==> config.mk <==
export PLATFORM = sky130hd
export DESIGN_NAME = immgen_stage
export DESIGN_NICKNAME = d
export VERILOG_FILES = /design/src/rtl/immgen_stage.sv
export SDC_FILE = /design/constraint.sdc
export NUM_CORES = 1
export LEC_CHECK = 0
export BUFFER_PORTS_ARGS = -buffer_cell sky130_fd_sc_hd__buf_2
export CAP_MARGIN = 20
export CORE_UTILIZATION = 61
export DETAILED_ROUTE_END_ITERATION = 10
export PLACE_DENSITY = 0.95
export SYNTH_ARGS = -nofsm -noshare
export SYNTH_HDL_FRONTEND = slang
export SYNTH_SLANG_ARGS = --single-unit
export TNS_END_PERCENT = 100
==> constraint.sdc <==
create_clock -name clk -period 6.55 [get_ports clk]
set_input_delay 0.3275 -clock clk [delete_from_list [all_inputs] [get_ports clk]]
set_output_delay 0.3275 -clock clk [all_outputs]
set_load 0.02 [all_outputs]
==> src/rtl/immgen_stage.sv <==
// RV32I immediate/target decode stage with a two-entry skid buffer.
// Decoded payload is registered; upstream ready comes straight from a flop.
module immgen_stage #(
    parameter int XLEN       = 32,
    parameter bit SUPPORT_UJ = 1'b1
) (
    input  logic            clk,
    input  logic            rst,
    input  logic            in_valid,
    output logic            in_ready,
    input  logic [31:0]     instruction,
    input  logic [XLEN-1:0] pc,
    output logic            out_valid,
    input  logic            out_ready,
    output logic [XLEN-1:0] imm,
    output logic [XLEN-1:0] target,
    output logic [2:0]      fmt,
    output logic            imm_valid
);

    typedef struct packed {
        logic [XLEN-1:0] imm;
        logic [XLEN-1:0] target;
        logic [2:0]      fmt;
        logic            imm_valid;
    } pay_t;

    typedef enum logic [2:0] {
        F_NONE = 3'd0,
        F_I    = 3'd1,
        F_S    = 3'd2,
        F_B    = 3'd3,
        F_U    = 3'd4,
        F_J    = 3'd5
    } fmt_e;

    typedef enum logic [1:0] {
        EMPTY = 2'd0,
        ONE   = 2'd1,
        FULL  = 2'd2
    } state_e;

    localparam logic [6:0] OP_LOAD   = 7'b0000011;
    localparam logic [6:0] OP_IMM    = 7'b0010011;
    localparam logic [6:0] OP_JALR   = 7'b1100111;
    localparam logic [6:0] OP_STORE  = 7'b0100011;
    localparam logic [6:0] OP_BRANCH = 7'b1100011;
    localparam logic [6:0] OP_LUI    = 7'b0110111;
    localparam logic [6:0] OP_AUIPC  = 7'b0010111;
    localparam logic [6:0] OP_JAL    = 7'b1101111;

    logic [6:0]      opcode;
    logic [2:0]      funct3;
    logic            is_opimm;
    logic            is_shift;
    logic            is_itype;
    logic            uj_ok;
    logic [XLEN-1:0] imm_i;
    logic [XLEN-1:0] imm_sh;
    logic [XLEN-1:0] imm_s;
    logic [XLEN-1:0] imm_b;
    logic [XLEN-1:0] imm_u;
    logic [XLEN-1:0] imm_j;
    pay_t            dec;

    assign opcode   = instruction[6:0];
    assign funct3   = instruction[14:12];
    assign uj_ok    = SUPPORT_UJ;
    assign is_opimm = (opcode == OP_IMM);
    assign is_shift = is_opimm && (funct3[1:0] == 2'b01);
    assign is_itype = (opcode == OP_LOAD) || (opcode == OP_JALR) ||
                      (is_opimm && !is_shift);

    assign imm_i = XLEN'($signed(instruction[31:20]));
    assign imm_s = XLEN'($signed({instruction[31:25], instruction[11:7]}));
    assign imm_b = XLEN'($signed({instruction[31], instruction[7],
                                  instruction[30:25], instruction[11:8],
                                  1'b0}));
    assign imm_u = XLEN'($signed({instruction[31:12], 12'b0}));
    assign imm_j = XLEN'($signed({instruction[31], instruction[19:12],
                                  instruction[20], instruction[30:21],
                                  1'b0}));

    // Shift amount widens by one bit on RV64.
    assign imm_sh = (XLEN == 64) ? XLEN'(instruction[25:20])
                                 : XLEN'(instruction[24:20]);

    always_comb begin
        dec = '0;
        unique case (1'b1)
            is_itype: begin
                dec.imm       = imm_i;
                dec.fmt       = F_I;
                dec.imm_valid = 1'b1;
            end
            is_shift: begin
                dec.imm       = imm_sh;
                dec.fmt       = F_I;
                dec.imm_valid = 1'b1;
            end
            (opcode == OP_STORE): begin
                dec.imm       = imm_s;
                dec.fmt       = F_S;
                dec.imm_valid = 1'b1;
            end
            (opcode == OP_BRANCH): begin
                dec.imm       = imm_b;
                dec.fmt       = F_B;
                dec.imm_valid = 1'b1;
            end
            (uj_ok && ((opcode == OP_LUI) || (opcode == OP_AUIPC))): begin
                dec.imm       = imm_u;
                dec.fmt       = F_U;
                dec.imm_valid = 1'b1;
            end
            (uj_ok && (opcode == OP_JAL)): begin
                dec.imm       = imm_j;
                dec.fmt       = F_J;
                dec.imm_valid = 1'b1;
            end
            default: begin
                dec = '0;
            end
        endcase
        // JALR is register-relative, so it gets no target.
        if ((dec.fmt == F_B) || (dec.fmt == F_J) ||
            ((dec.fmt == F_U) && (opcode == OP_AUIPC))) begin
            dec.target = pc + dec.imm;
        end
    end

    state_e state;
    state_e state_n;
    pay_t   out_q;
    pay_t   skid_q;
    pay_t   out_d;
    logic   in_ready_q;
    logic   load_out;
    logic   load_skid;
    logic   accept;
    logic   consume;

    assign out_valid = (state != EMPTY);
    assign in_ready  = in_ready_q;
    assign accept    = in_valid && in_ready_q;
    assign consume   = out_valid && out_ready;

    always_comb begin
        state_n   = state;
        load_out  = 1'b0;
        load_skid = 1'b0;
        out_d     = dec;
        unique case (state)
            EMPTY: begin
                if (accept) begin
                    load_out = 1'b1;
                    state_n  = ONE;
                end
            end
            ONE: begin
                if (accept && consume) begin
                    load_out = 1'b1;
                end else if (accept) begin
                    load_skid = 1'b1;
                    state_n   = FULL;
                end else if (consume) begin
                    state_n = EMPTY;
                end
            end
            FULL: begin
                if (consume) begin
                    out_d    = skid_q;
                    load_out = 1'b1;
                    state_n  = ONE;
                end
            end
            default: begin
                state_n = EMPTY;
            end
        endcase
    end

    always_ff @(posedge clk or posedge rst) begin
        if (rst) begin
            state      <= EMPTY;
            in_ready_q <= 1'b1;
            out_q      <= '0;
            skid_q     <= '0;
        end else begin
            state      <= state_n;
            in_ready_q <= (state_n != FULL);
            if (load_out) begin
                out_q <= out_d;
            end
            if (load_skid) begin
                skid_q <= dec;
            end
        end
    end

    assign imm       = out_q.imm;
    assign target    = out_q.target;
    assign fmt       = out_q.fmt;
    assign imm_valid = out_q.imm_valid;

endmodule
==> flow_metrics.tcl <==
set metrics [dict create \
    status "finished, final reports clean" \
    cp.required_ns 6.91 \
    port_buffers 137 \
    root_buffer "clkbuf_16" \
    die_area_mm2 0.0130 \
    cts.sinks 139 \
    relSlewSlack_pct 29.9 \
    synth_top_area_share_pct 45.3 \
    hold_slack_ns 0.217 \
    ys_types 61 \
    hp-class "input pin to register" \
    cts_made_buffers 17 \
    ys_seq_area_share_pct 45.6 \
    slew_violations 0 \
    rsz0062_at_grt "false" \
    drt-initial-drc-count 860 \
    tritoncts "yes" \
    dr.pass1.iters 5 \
    setup_violations 0 \
    die_y_um 114 \
    async_reset_ff_share_pct 100 \
    insertion_delay_ns 0.43 \
    antenna_cells 0 \
    finalSetupTns_ns 0 \
    cp_top_family "compound AO/OA/AOI/OAI gates" \
    avgSynthCellArea_um2 8.94 \
    worst-path-buf-inv 2 \
    die_w_um 114 \
    core_area_mm2 0.0121 \
    start_util_pct 63.0 \
    synth_seq_cells 139 \
    grt-ovfl-total 0 \
    cts_buffer_depth 2 \
    stdcell_area_mm2 0.00904 \
    leakage_nw 4.59 \
    clock_skew_ns 0.00458 \
    clk_pin_slew_ns 0.05 \
    synth_cells 853 \
    post-route-period-util_pct 55.2 \
    hold_viol 0 \
    ant_nets 0 \
    synth_area_mm2 0.00763 \
    wl_um 22100 \
    startpoint_type "input pin" \
    htree_levels 4 \
    grt_max_degree 113 \
    finalWeightedCongestion 0.940 \
    grt_pass1_wl_um 35300 \
    grt_pass1_vias 7035 \
    antenna_found_initial 0 \
    rows 40 \
    synth.area.top_cells "dfrtp_1 45%, o21ai_0 7.1%, nand2_1 5.7%" \
    cap_viol_max_count 0 \
    p_total_mw 2.65 \
    yosysWarnings 0 \
    worstPathMaxFanout 11 \
    finish.utilization_pct 74.6 \
    worst_pin_slew_ns 1.05 \
    ir_drop_mv 0.199 \
    cpPeakStageDelay_ns 0.40 \
    layout-drive-gt1-share_pct 19.6 \
    synth-edff-count 0 \
    area_growth_pct 18.4 \
    dr_total_vias 7274 \
    dp_hpwl_um 15100 \
    fmax_mhz 276 \
    cp_slowest_cell "nor4_1" \
    syn-num-nets 953 \
    grtUsageTotal_pct 35.7 \
    period_minus_slack_ns 3.62 \
    drc 0 \
    path_cells "buf_2 -> nor4_1 -> o211ai_1 -> nand3_1 -> and2_1 -> a21oi_1 -> inv_1 -> ha_1 -> a211oi_1 -> o211ai_1 -> a221o_1 -> a211o_1 -> a311oi_1 -> a221o_1" \
    wl_per_cell_um 19.2 \
    yosysTopAreaCell "dfrtp_1" \
    ys.flop_type "dfrtp_1" \
    arrival_ns 3.98 \
    power.density_mw_per_mm2 293 \
    endpoint_kind "register" \
    viasPerCell 6.35 \
    path_class "input pin to register" \
    post_dp_cell_area_mm2 0.00839 \
    top_level_ports 138 \
    final_nets 1065 \
]
[final timing paths]
kind | depth (start not counted) | to | slack, ns | startpoint
max in group asynchronous | 4 | skid_q[62] | 4.68 | rst
max | 14 | target[29] | 2.93 | instruction[6]
max reg2reg | 6 | target[12] | 4.27 | state[0]
min in group asynchronous | 3 | target[8] | 0.52 | rst
min reg2reg | 2 | skid_q[37] | 0.48 | skid_q[37]
min | 2 | in_ready | 0.22 | out_ready
[per-stage QoR]
step / setup slack [ns] / std cells
after global routing: 2.64 / 1146
after detailed placement: 2.62 / 1112
final: 2.93 / 1146
after CTS: 3.01 / 1145
after global placement: 2.73 / 1112
after floorplan: 2.50 / 853
[state kept, by name (all words and copies together) (netlist names)]
name and cells:
imm 32, imm_valid 1, skid_q 68, fmt 3, state 2, target 32
in_ready 1
[report_power, final]
group | internal [mW] | switching (mW) | leakage (nW)
logic | 0.192 | 0.424 | 2.38
registers | 0.966 | 0.0645 | 1.91
clock network | 0.648 | 0.356 | 0.301
total | 1.81 | 0.844 | 4.59
[logic make-up (layout without fill, tap and decap cells)]
group / count (synthesis) / in the layout / synth area share, %
AO/OA/AOI/OAI: 331 / 331 / 27.3
AND/OR/NAND/NOR: 225 / 225 / 13.1
flip-flops: 139 / 139 / 45.6
buffers and inverters: 94 / 219 / 4.74
adder cells (fa/ha/maj): 32 / 32 / 5.35
XOR/XNOR: 27 / 27 / 3.10
multiplexers: 5 / 5 / 0.771
[repair_timing]
item / CTS / global route
endpoints found under the setup margin: 0 / 0
endpoints found under the hold margin: 59 / 0
hold buffers: 1 / 0
buffers inserted: 0 / 0
resized for setup: 0 / 0
[cell usage in the layout (no fill, tap or decap), types with 17 or more instances in the layout]
| cell type | n |
|---|---|
| a21oi_1 | 66 |
| a22oi_1 | 49 |
| buf_2 | 137 |
| clkbuf_16 | 17 |
| dfrtp_1 | 138 |
| ha_1 | 31 |
| inv_1 | 42 |
| nand2_1 | 115 |
| nor2_1 | 41 |
| o21ai_0 | 109 |
| o22ai_1 | 19 |
| xnor2_1 | 18 |
[layout make-up]
cell class | count | area (µm²)
fill | 885 | 3070
multi-input combinational | 620 | 3810
clock inverter | 6 | 108
clock buffer | 26 | 509
tap | 168 | 210
inverter | 43 | 166
timing repair buffer | 144 | 753
sequential | 139 | 3480
[worst register-to-register path, stage by stage (launching register included)]
cell and delay [ns]:
dfrtp_1 0.37, nor2b_1 0.42, or3_1 0.18, buf_4 0.48, nor2_1 0.28, a222oi_1 0.36
inv_1 0.08
[cell usage after synthesis (5+ instances only)]
cell      count
dfrtp_1     138
o21a_1       10
a21oi_1      66
nand2_1     116
buf_2         7
nand4_1       6
xor2_1        9
ha_1         31
a21o_1        6
o22ai_1      19
o21ai_1      13
a31oi_1       6
xnor2_1      18
nor2_1       43
a22o_1        6
nor2b_1       6
and2_1        5
nand3_1      12
a221o_1       6
o21bai_1      6
nor3_1       13
clkbuf_1     43
o211ai_1      7
and3_1        7
a22oi_1      49
inv_1        43
o21ai_0     109
[metal layers]
| metal | part of all wire, % | global-route usage, % | up-vias |
|---|---|---|---|
| li1 | - | - | 3310 |
| met1 | 40 | 45.3 | 3493 |
| met2 | 48 | 57.8 | 399 |
| met3 | 8.5 | 8.40 | 72 |
| met4 | 3.9 | 17.1 | 0 |
| met5 | 0 | 0 | - |
No activity file was read; power rests on OpenSTA's default activity.
